==> src/rtl/seq_detect_pkg.sv <==
// Shared encodings for the "101" sequence detector and its session controller.
// Detector and controller states are both 2-bit enums.
package seq_detect_pkg;

   typedef enum logic [1:0] {
      S_IDLE  = 2'b00,
      S_GOT1  = 2'b01,
      S_GOT10 = 2'b10
   } det_t;

   typedef enum logic [1:0] {
      C_IDLE = 2'b00,
      C_RUN  = 2'b01,
      C_DONE = 2'b10
   } ctrl_t;

endpackage

==> src/rtl/seq_detect_ctrl_if.sv <==
// Serial bit stream and result port of the "101" session controller.
// master = bit source / host side, slave = controller side.
interface seq_detect_ctrl_if #(
   parameter int CNT_W = 8
);
   logic             in_valid;
   logic             in;
   logic             in_ready;
   logic             res_valid;
   logic             res_ready;
   logic [CNT_W-1:0] res_count;
   logic             res_timeout;

   modport master (
      output in_valid, in, res_ready,
      input  in_ready, res_valid, res_count, res_timeout
   );

   modport slave (
      input  in_valid, in, res_ready,
      output in_ready, res_valid, res_count, res_timeout
   );
endinterface

==> src/rtl/seq101_next.sv <==
// Combinational next-state and match logic of the "101" detector.
// SEQ_OVERLAP_EN: after a match, the trailing 1 seeds the next pattern.
module seq101_next
   import seq_detect_pkg::*;
(
   input  logic [1:0] state,
   input  logic       din,
   input  logic       valid,
   output det_t       nxt,
   output logic       match
);

`ifdef SEQ_OVERLAP_EN
   localparam det_t POST_MATCH = S_GOT1;
`else
   localparam det_t POST_MATCH = S_IDLE;
`endif

   always_comb begin
      nxt   = S_IDLE;
      match = 1'b0;
      case (state)
         S_IDLE:  nxt = (valid && din) ? S_GOT1 : S_IDLE;
         S_GOT1:  nxt = (valid && !din) ? S_GOT10 : S_GOT1;
         S_GOT10: begin
            if (!valid) begin
               nxt = S_GOT10;
            end else if (din) begin
               nxt   = POST_MATCH;
               match = 1'b1;
            end else begin
               nxt = S_IDLE;
            end
         end
         default: nxt = S_IDLE;
      endcase
   end

endmodule

==> src/rtl/seq_detect_ctrl.sv <==
// Session controller for the "101" detector: arms, counts, times out, reports.
// Build option SEQ_OVERLAP_EN selects overlapping detection (in seq101_next).
module seq_detect_ctrl
   import seq_detect_pkg::*;
#(
   parameter int CNT_W = 8,
   parameter int TMO_W = 16
) (
   input  logic             clk,
   input  logic             rst,
   input  logic             start,
   input  logic [CNT_W-1:0] target,
   input  logic [TMO_W-1:0] timeout,
   output logic             busy,
   output logic [1:0]       det_state,
   output logic             det_pulse,
   seq_detect_ctrl_if.slave io
);

   ctrl_t            c_q, c_d;
   det_t             det_q, det_d, nxt;
   logic [CNT_W-1:0] cnt_q, cnt_d, tgt_q, tgt_d, cnt_inc;
   logic [TMO_W-1:0] tmr_q, tmr_d, tmo_q, tmo_d;
   logic             pulse_d, pulse_q;
   logic             rto_d, rto_q;
   logic             busy_q;
   logic             match;

   seq101_next u_next (
      .state (det_q),
      .din   (io.in),
      .valid (io.in_valid && (c_q == C_RUN)),
      .nxt   (nxt),
      .match (match)
   );

   assign cnt_inc = cnt_q + 1'b1;

   always_comb begin
      c_d     = c_q;
      det_d   = det_q;
      cnt_d   = cnt_q;
      tgt_d   = tgt_q;
      tmr_d   = tmr_q;
      tmo_d   = tmo_q;
      rto_d   = rto_q;
      pulse_d = 1'b0;
      unique case (c_q)
         C_IDLE: begin
            if (start) begin
               tgt_d = target;
               tmo_d = timeout;
               cnt_d = '0;
               tmr_d = '0;
               rto_d = 1'b0;
               det_d = S_IDLE;
               c_d   = (target == '0) ? C_DONE : C_RUN;
            end
         end
         C_RUN: begin
            det_d = nxt;
            tmr_d = tmr_q + 1'b1;
            if (match) begin
               cnt_d   = cnt_inc;
               pulse_d = 1'b1;
            end
            // A completing match beats a timeout landing on the same cycle
            if (match && (cnt_inc == tgt_q)) begin
               c_d   = C_DONE;
               rto_d = 1'b0;
            end else if ((tmo_q != '0) && (tmr_q == tmo_q - 1'b1)) begin
               c_d   = C_DONE;
               rto_d = 1'b1;
            end
         end
         C_DONE: begin
            if (io.res_ready) c_d = C_IDLE;
         end
         default: c_d = C_IDLE;
      endcase
   end

   always_ff @(posedge clk) begin
      if (rst) begin
         c_q     <= C_IDLE;
         det_q   <= S_IDLE;
         cnt_q   <= '0;
         tgt_q   <= '0;
         tmr_q   <= '0;
         tmo_q   <= '0;
         rto_q   <= 1'b0;
         pulse_q <= 1'b0;
         busy_q  <= 1'b0;
      end else begin
         c_q     <= c_d;
         det_q   <= det_d;
         cnt_q   <= cnt_d;
         tgt_q   <= tgt_d;
         tmr_q   <= tmr_d;
         tmo_q   <= tmo_d;
         rto_q   <= rto_d;
         pulse_q <= pulse_d;
         busy_q  <= (c_d != C_IDLE);
      end
   end

   assign busy           = busy_q;
   assign det_state      = det_q;
   assign det_pulse      = pulse_q;
   assign io.in_ready    = (c_q == C_RUN);
   assign io.res_valid   = (c_q == C_DONE);
   assign io.res_count   = cnt_q;
   assign io.res_timeout = rto_q;

endmodule

==> src/flat_wrapper.sv <==
// flat-port wrapper written by rule: the top's interface ports become plain ports
module seq_detect_ctrl_flat import seq_detect_pkg::*;
#(
   parameter int CNT_W = 8,
   parameter int TMO_W = 16
)
  (clk, rst, start, target, timeout, busy, det_state, det_pulse, io_in_valid, io_in, io_res_ready, io_in_ready, io_res_valid, io_res_count, io_res_timeout);
  seq_detect_ctrl_if #(.CNT_W(CNT_W)) io_i ();
  input  logic clk;
  input  logic rst;
  input  logic start;
  input  logic [CNT_W-1:0] target;
  input  logic [TMO_W-1:0] timeout;
  output logic busy;
  output logic [1:0] det_state;
  output logic det_pulse;
  input wire logic [$bits(io_i.in_valid)-1:0] io_in_valid;
  input wire logic [$bits(io_i.in)-1:0] io_in;
  input wire logic [$bits(io_i.res_ready)-1:0] io_res_ready;
  output wire logic [$bits(io_i.in_ready)-1:0] io_in_ready;
  output wire logic [$bits(io_i.res_valid)-1:0] io_res_valid;
  output wire logic [$bits(io_i.res_count)-1:0] io_res_count;
  output wire logic [$bits(io_i.res_timeout)-1:0] io_res_timeout;
  assign io_i.in_valid = io_in_valid;
  assign io_i.in = io_in;
  assign io_i.res_ready = io_res_ready;
  assign io_in_ready = io_i.in_ready;
  assign io_res_valid = io_i.res_valid;
  assign io_res_count = io_i.res_count;
  assign io_res_timeout = io_i.res_timeout;
  seq_detect_ctrl #(.CNT_W(CNT_W), .TMO_W(TMO_W)) u_core (.clk(clk), .rst(rst), .start(start), .target(target), .timeout(timeout), .busy(busy), .det_state(det_state), .det_pulse(det_pulse), .io(io_i));
endmodule
==> config.mk <==
export PLATFORM = sky130hd
export DESIGN_NAME = seq_detect_ctrl_flat
export DESIGN_NICKNAME = d
export VERILOG_FILES = /design/src/rtl/seq_detect_pkg.sv /design/src/rtl/seq_detect_ctrl_if.sv /design/src/rtl/seq101_next.sv /design/src/rtl/seq_detect_ctrl.sv /design/src/flat_wrapper.sv
export SDC_FILE = /design/constraint.sdc
export NUM_CORES = 1
export LEC_CHECK = 0
export ABC_AREA = 1
export ABC_CLOCK_PERIOD_IN_PS = 1800
export CORE_ASPECT_RATIO = 0.6
export CORE_MARGIN = 2
export CORE_UTILIZATION = 55
export CTS_CLUSTER_SIZE = 30
export DETAILED_ROUTE_END_ITERATION = 8
export PLACE_DENSITY = 0.8
export SLEW_MARGIN = 20
export SYNTH_ARGS = -nofsm -noshare
export SYNTH_HDL_FRONTEND = slang
export SYNTH_SLANG_ARGS = --single-unit
==> constraint.sdc <==
create_clock -name clk -period 1.8 [get_ports clk]
set_input_delay 0.18 -clock clk [delete_from_list [all_inputs] [get_ports clk]]
set_output_delay 0.18 -clock clk [all_outputs]
set_load 0.05 [all_outputs]
Word level (Yosys, flattened, before mapping)
Index checks and enable logic that the tools add are counted.

$add $sub $neg: 3. Eq/ne operators: 9. Muxes and demuxes: 25. Bitwise operators: 1. Reduce and logical (&&, ||, !) cells: 17.

Operators by type and width (count): $pmux W16 S2 (1); $add A16 B1 Y16 const B (1); $eq A16 B16 Y1 (1); $mux W16 (1); $mux W2 (8); $mux W8 (2); $pmux W8 S2 (1); $reduce_bool A16 Y1 (1); $sub A16 B1 Y16 const B (1); $pmux W2 S3 (2); $add A8 B1 Y8 const B (1); $eq A8 B8 Y1 (1); $logic_not A8 Y1 (1); $mux W1 (8); $reduce_and A3 Y1 (2); $logic_and A1 B1 Y1 (5); $eq A2 B1 Y1 const B (2); $eq A2 B2 Y1 const B (2); $logic_not A2 Y1 (2); $pmux W2 S2 (1); $reduce_and A2 Y1 (2); $reduce_bool A2 Y1 (2); $ne A3 B1 Y1 const B (1); $ne A2 B1 Y1 const B (1); other kinds (5) (5).

Flip-flop bits (word level): 55. Input port bits: 30. Output and inout port bits: 15. Logic and storage cells: 64.

Longest topological paths before layout
Word-level depth: 8. Mapped depth: 18. Gate-level depth less buffers: 18.

By module
Synthesis repeated with hierarchy kept, for this count alone.

Cell total of the unflattened synthesis: 483. Area total of the unflattened synthesis: 3228.1 um2.

Modules (own cells, without submodules): seq_detect_ctrl (times used 1, cells each 471, area each 3175.5 um2, seq. area each 1101.1 um2); seq101_next (times used 1, cells each 12, area each 52.6 um2, seq. area each 0.0 um2).

Worst setup path before layout
OpenSTA, ideal clock, no wires.

Path kind: reg2reg. Start point: reg u_core.cnt_q[0] (netlist: u_core.io.res_count[0]). End point: reg u_core.rto_q (netlist: u_core.io.res_timeout). Setup time: 0.065 ns. Arrival: 1.995 ns. Required time: 1.735 ns. Setup slack: -0.260 ns. Stages on the path, launching flop included: 14. Path buffers: 1. Period minus slack after synthesis: 2.060 ns. Cell sequence: dfxtp_1 > ha_1 > buf_2 > xor2_1 > nand2_1 > nand2_1 > nand4_1 > nor3_1 > nand3_1 > nand2_1 > nand2_1 > nand2_1 > nor2_1 > nor2_1.

Cells in the longest elaborated chain, start to end: 5. Elaborated cells between the ends (all ways): 7. Those cells by class: 1 x add/sub; 2 x eq/ne; 2 x mux; 2 x reduce/logical.

RTL lines: from (decl) (line seq_detect_ctrl.sv:22) `logic [CNT_W-1:0] cnt_q, cnt_d, tgt_q, tgt_d, cnt_inc;`; from (signal assigned) (line seq_detect_ctrl.sv:97) `cnt_q <= cnt_d;`; $add A8 B1 Y8 * (line seq_detect_ctrl.sv:37) `assign cnt_inc = cnt_q + 1'b1;`; $eq A8 B8 Y1 * (line seq_detect_ctrl.sv:68) `if (match && (cnt_inc == tgt_q)) begin`; $logic_and A1 B1 Y1 * (line seq_detect_ctrl.sv:68); $ne A3 B1 Y1 (no line) / $mux W1 (equally long branches); $reduce_and A3 Y1 (no line) / $pmux W1 S2 (equally long branches); to (signal assigned) (line seq_detect_ctrl.sv:101) `rto_q <= rto_d;`; to (decl) (line seq_detect_ctrl.sv:25) `logic rto_d, rto_q;`.

Every way passes the cells marked *; elsewhere a longest branch is shown, timed or not. A chain may end at the register's enable or synchronous reset.

Worst setup path after layout
Start point: reg u_core.tmo_q[0]. End point: reg u_core.busy_q (netlist: u_core.busy).

Cells in the longest elaborated chain, start to end: 7. Elaborated cells between the ends (all ways): 8. Those cells by class: 1 x add/sub; 1 x eq/ne; 3 x mux; 3 x reduce/logical.

RTL lines: from (decl) (line seq_detect_ctrl.sv:23) `logic [TMO_W-1:0] tmr_q, tmr_d, tmo_q, tmo_d;`; from (signal assigned) (line seq_detect_ctrl.sv:100) `tmo_q <= tmo_d;`; $sub A16 B1 Y16 (line seq_detect_ctrl.sv:71) `end else if ((tmo_q != '0) && (tmr_q == tmo_q - 1'b1)) begin`; $eq A16 B16 Y1 (line seq_detect_ctrl.sv:71); $logic_and A1 B1 Y1 * (line seq_detect_ctrl.sv:71); $mux W2 * (line seq_detect_ctrl.sv:71); $mux W2 * (line seq_detect_ctrl.sv:68); $pmux W2 S3 * (line seq_detect_ctrl.sv:48) `unique case (c_q)`; $reduce_bool A2 Y1 * (line seq_detect_ctrl.sv:103) `busy_q <= (c_d != C_IDLE);`; to (signal assigned) (line seq_detect_ctrl.sv:103); to (decl) (line seq_detect_ctrl.sv:26) `logic busy_q;`.

Marked as above.

==> impl_metrics.tcl <==
set metrics [dict create \
    ios 45 \
    end_kind "flop" \
    grtUsageTotal_pct 28.0 \
    drive_above_1_share_pct 17.3 \
    place_congestion 0.900 \
    power.density_mw_per_mm2 648 \
    viasPerCell 5.34 \
    slew_viol_final 0 \
    drt_first_pass_iters 6 \
    violations "negative setup slack" \
    yosysTopAreaCellShare_pct 33.7 \
    synth_cell_types 41 \
    postSynthAreaPerCell_sq_um 6.42 \
    hold_class "flop to flop" \
    synthTopCellsByArea "dfxtp_1 34%, nand2_1 15%, nor2_1 7.4%, inv_1 5.9%, a21oi_1 5.5%" \
    yosysWarnings 0 \
    wl_per_cell_um 14.1 \
    cp-start-kind "flop" \
    required_ns 2.07 \
    clk_latency_ns 0.32 \
    core_sq_mm 0.00565 \
    fmax_mhz 551 \
    antenna_cells 0 \
    grt_pass1_wl_um 14400 \
    hold_viol 0 \
    cts_tree "done" \
    async_flop_share_pct 0 \
    netlist_top_cells_count "133 x nand2_1, 64 x nor2_1, 55 x dfxtp_1, 51 x inv_1, 36 x a21oi_1" \
    area_delta_synth_final_pct 28.2 \
    clockRootBuffer "clkbuf_8" \
    setup_viol 2 \
    syn_area_sq_mm 0.00326 \
    start_util_pct 57.8 \
    drt_wl_total_um 9120 \
    cts_sinks 55 \
    min_period_ns 1.82 \
    synth_fp_nets 541 \
    die_w_um 103 \
    dp_worst_setup_slack_ns -0.0643 \
    antenna_left 0 \
    grt-ovfl-total 0 \
    outcome "finished with violations" \
    fillers 475 \
    cts_buffers 5 \
    peakVddDrop_mv 0.377 \
    fin_util_pct 74.0 \
    path_class "flop to flop" \
    drv_cap 0 \
    die_area_sq_mm 0.00659 \
    critPathMaxFanout 4 \
    tightest_slew_ns 0.524 \
    grt_pass1_vias 2981 \
    max_slew_margin_pct 65.0 \
    synth_edf_count 0 \
    antenna_found_initial 0 \
    yosysTopAreaCell "dfxtp_1" \
    critical_path_arrival_ns 2.08 \
    clk_path_buf_depth 2 \
    placementRows 21 \
    drtIter0Drc 330 \
    cts.clk_slew.worst_paths_ns 0.11 \
    setup_slack_ns -0.0161 \
    synth-seq-cells 55 \
    yosysMostFrequentCell "nand2_1" \
    grt_max_degree 47 \
    min_period_over_period_pct 101 \
    synth_seq_area_share_pct 33.7 \
    vias 3460 \
    htree_levels 2 \
    rsz0062_at_grt "yes" \
    syn_inst 508 \
    nets 600 \
    skew_ns 0.00684 \
    dp_hpwl_um 6730 \
    port_buffers 44 \
    drc_errors 0 \
    timing.hold.ws_ns 0.470 \
    p_leak_nw 1.77 \
    fp.dieH_um 63.7 \
    synth_top_flop_cell "dfxtp_1" \
]
per-stage QoR:
step | instances | power [mW] | setup TNS [ns] | instance area, sq um
2_1_floorplan | 508 | 1.74 | 0 | 3280
3_3_place_gp | 635 | 1.95 | 0 | 3920
3_5_place_dp | 635 | 1.97 | -0.223 | 3920
4_1_cts | 644 | 2.67 | 0 | 4040
5_1_grt | 648 | 2.85 | -0.655 | 4180
6_report | 648 | 2.71 | -0.0275 | 4180
logic make-up (layout without fill, tap and decap cells):
logic type	Yosys count	after routing	synth area share, %
xor+xnor	17	17	4.98
compound gates	86	86	14.4
simple gates	270	270	36.5
flops	55	55	33.7
fa+ha+maj	3	3	1.15
buf+inv	77	137	9.20
state kept, by name, indices dropped and copies added, names as in the netlist:
signal,flops
u_core.det_pulse,1
u_core.c_q,2
u_core.tmr_q,16
u_core.tmo_q,16
u_core.io.res_timeout,1
u_core.io.res_count,8
u_core.det_state,2
u_core.tgt_q,8
u_core.busy,1
what timing repair did:
action	in CTS	in global routing
gates resized for setup	10	30
setup buffers	1	4
hold buffers	0	0
pin swaps	2	14
setup endpoints to repair	6	17
cloned	0	0
cell usage in the layout (no fill, tap or decap), types with 3 or more instances in the layout:
cell	n
a21oi_1	36
clkbuf_8	5
clkdlybuf4s50_1	39
nand2_1	127
nor2_1	55
o21ai_0	35
nor3_1	5
nand3_1	31
o211ai_1	3
dfxtp_1	44
inv_1	50
nor2_4	9
inv_2	9
nand4_1	6
buf_12	3
nand2_2	13
nor2_2	12
buf_4	21
dfxtp_2	9
xnor2_1	5
xor2_1	11
worst paths after layout:
check | from | to | slack, ns | depth (start not counted)
max | u_core.tmo_q[0] | u_core.busy | -0.02 | 16
min | u_core.tgt_q[3] | u_core.tgt_q[3] | 0.47 | 2
max reg2reg | u_core.tmo_q[0] | u_core.busy | -0.02 | 16
min reg2reg | u_core.tgt_q[3] | u_core.tgt_q[3] | 0.47 | 2
metal layers:
metal / share of wire (%) / GRT usage, %
met3: 10 / 7.21
met4: 0.68 / 4.77
met2: 40 / 38.2
met1: 49 / 44.1
met5: 0 / 0
critical path: stages (launching register included):
cell and delay (ns):
dfxtp_2 0.35, inv_2 0.09, ha_4 0.17, nand2_4 0.08
nor2_4 0.17, nand2_2 0.08, nand2_2 0.06, nand2_1 0.04
nor2_1 0.08, nand2_1 0.08, nor2_1 0.10, nand3_1 0.12
nand2_1 0.09, nand2_1 0.06, nand2_1 0.06, nand2_1 0.06
nand2_1 0.07
power by group:
part	switching (mW)	internal, mW	total, mW
sequential	0.0578	1.27	1.33
clock	0.437	0.272	0.709
combinational	0.395	0.278	0.672
total	0.890	1.82	2.71
final cells by class:
class / instances / area (sq um) / share of cell area [%]
clock buffers: 5 / 68.8 / 1.65
clock inverters: 3 / 20.0 / 0.479
inverters: 61 / 229 / 5.47
multi-input cells: 376 / 1980 / 47.4
flip-flops and latches: 55 / 1120 / 26.8
well taps: 80 / 100 / 2.39
repair buffers: 68 / 664 / 15.9
Note: power is estimated with default switching activity, not from simulation.
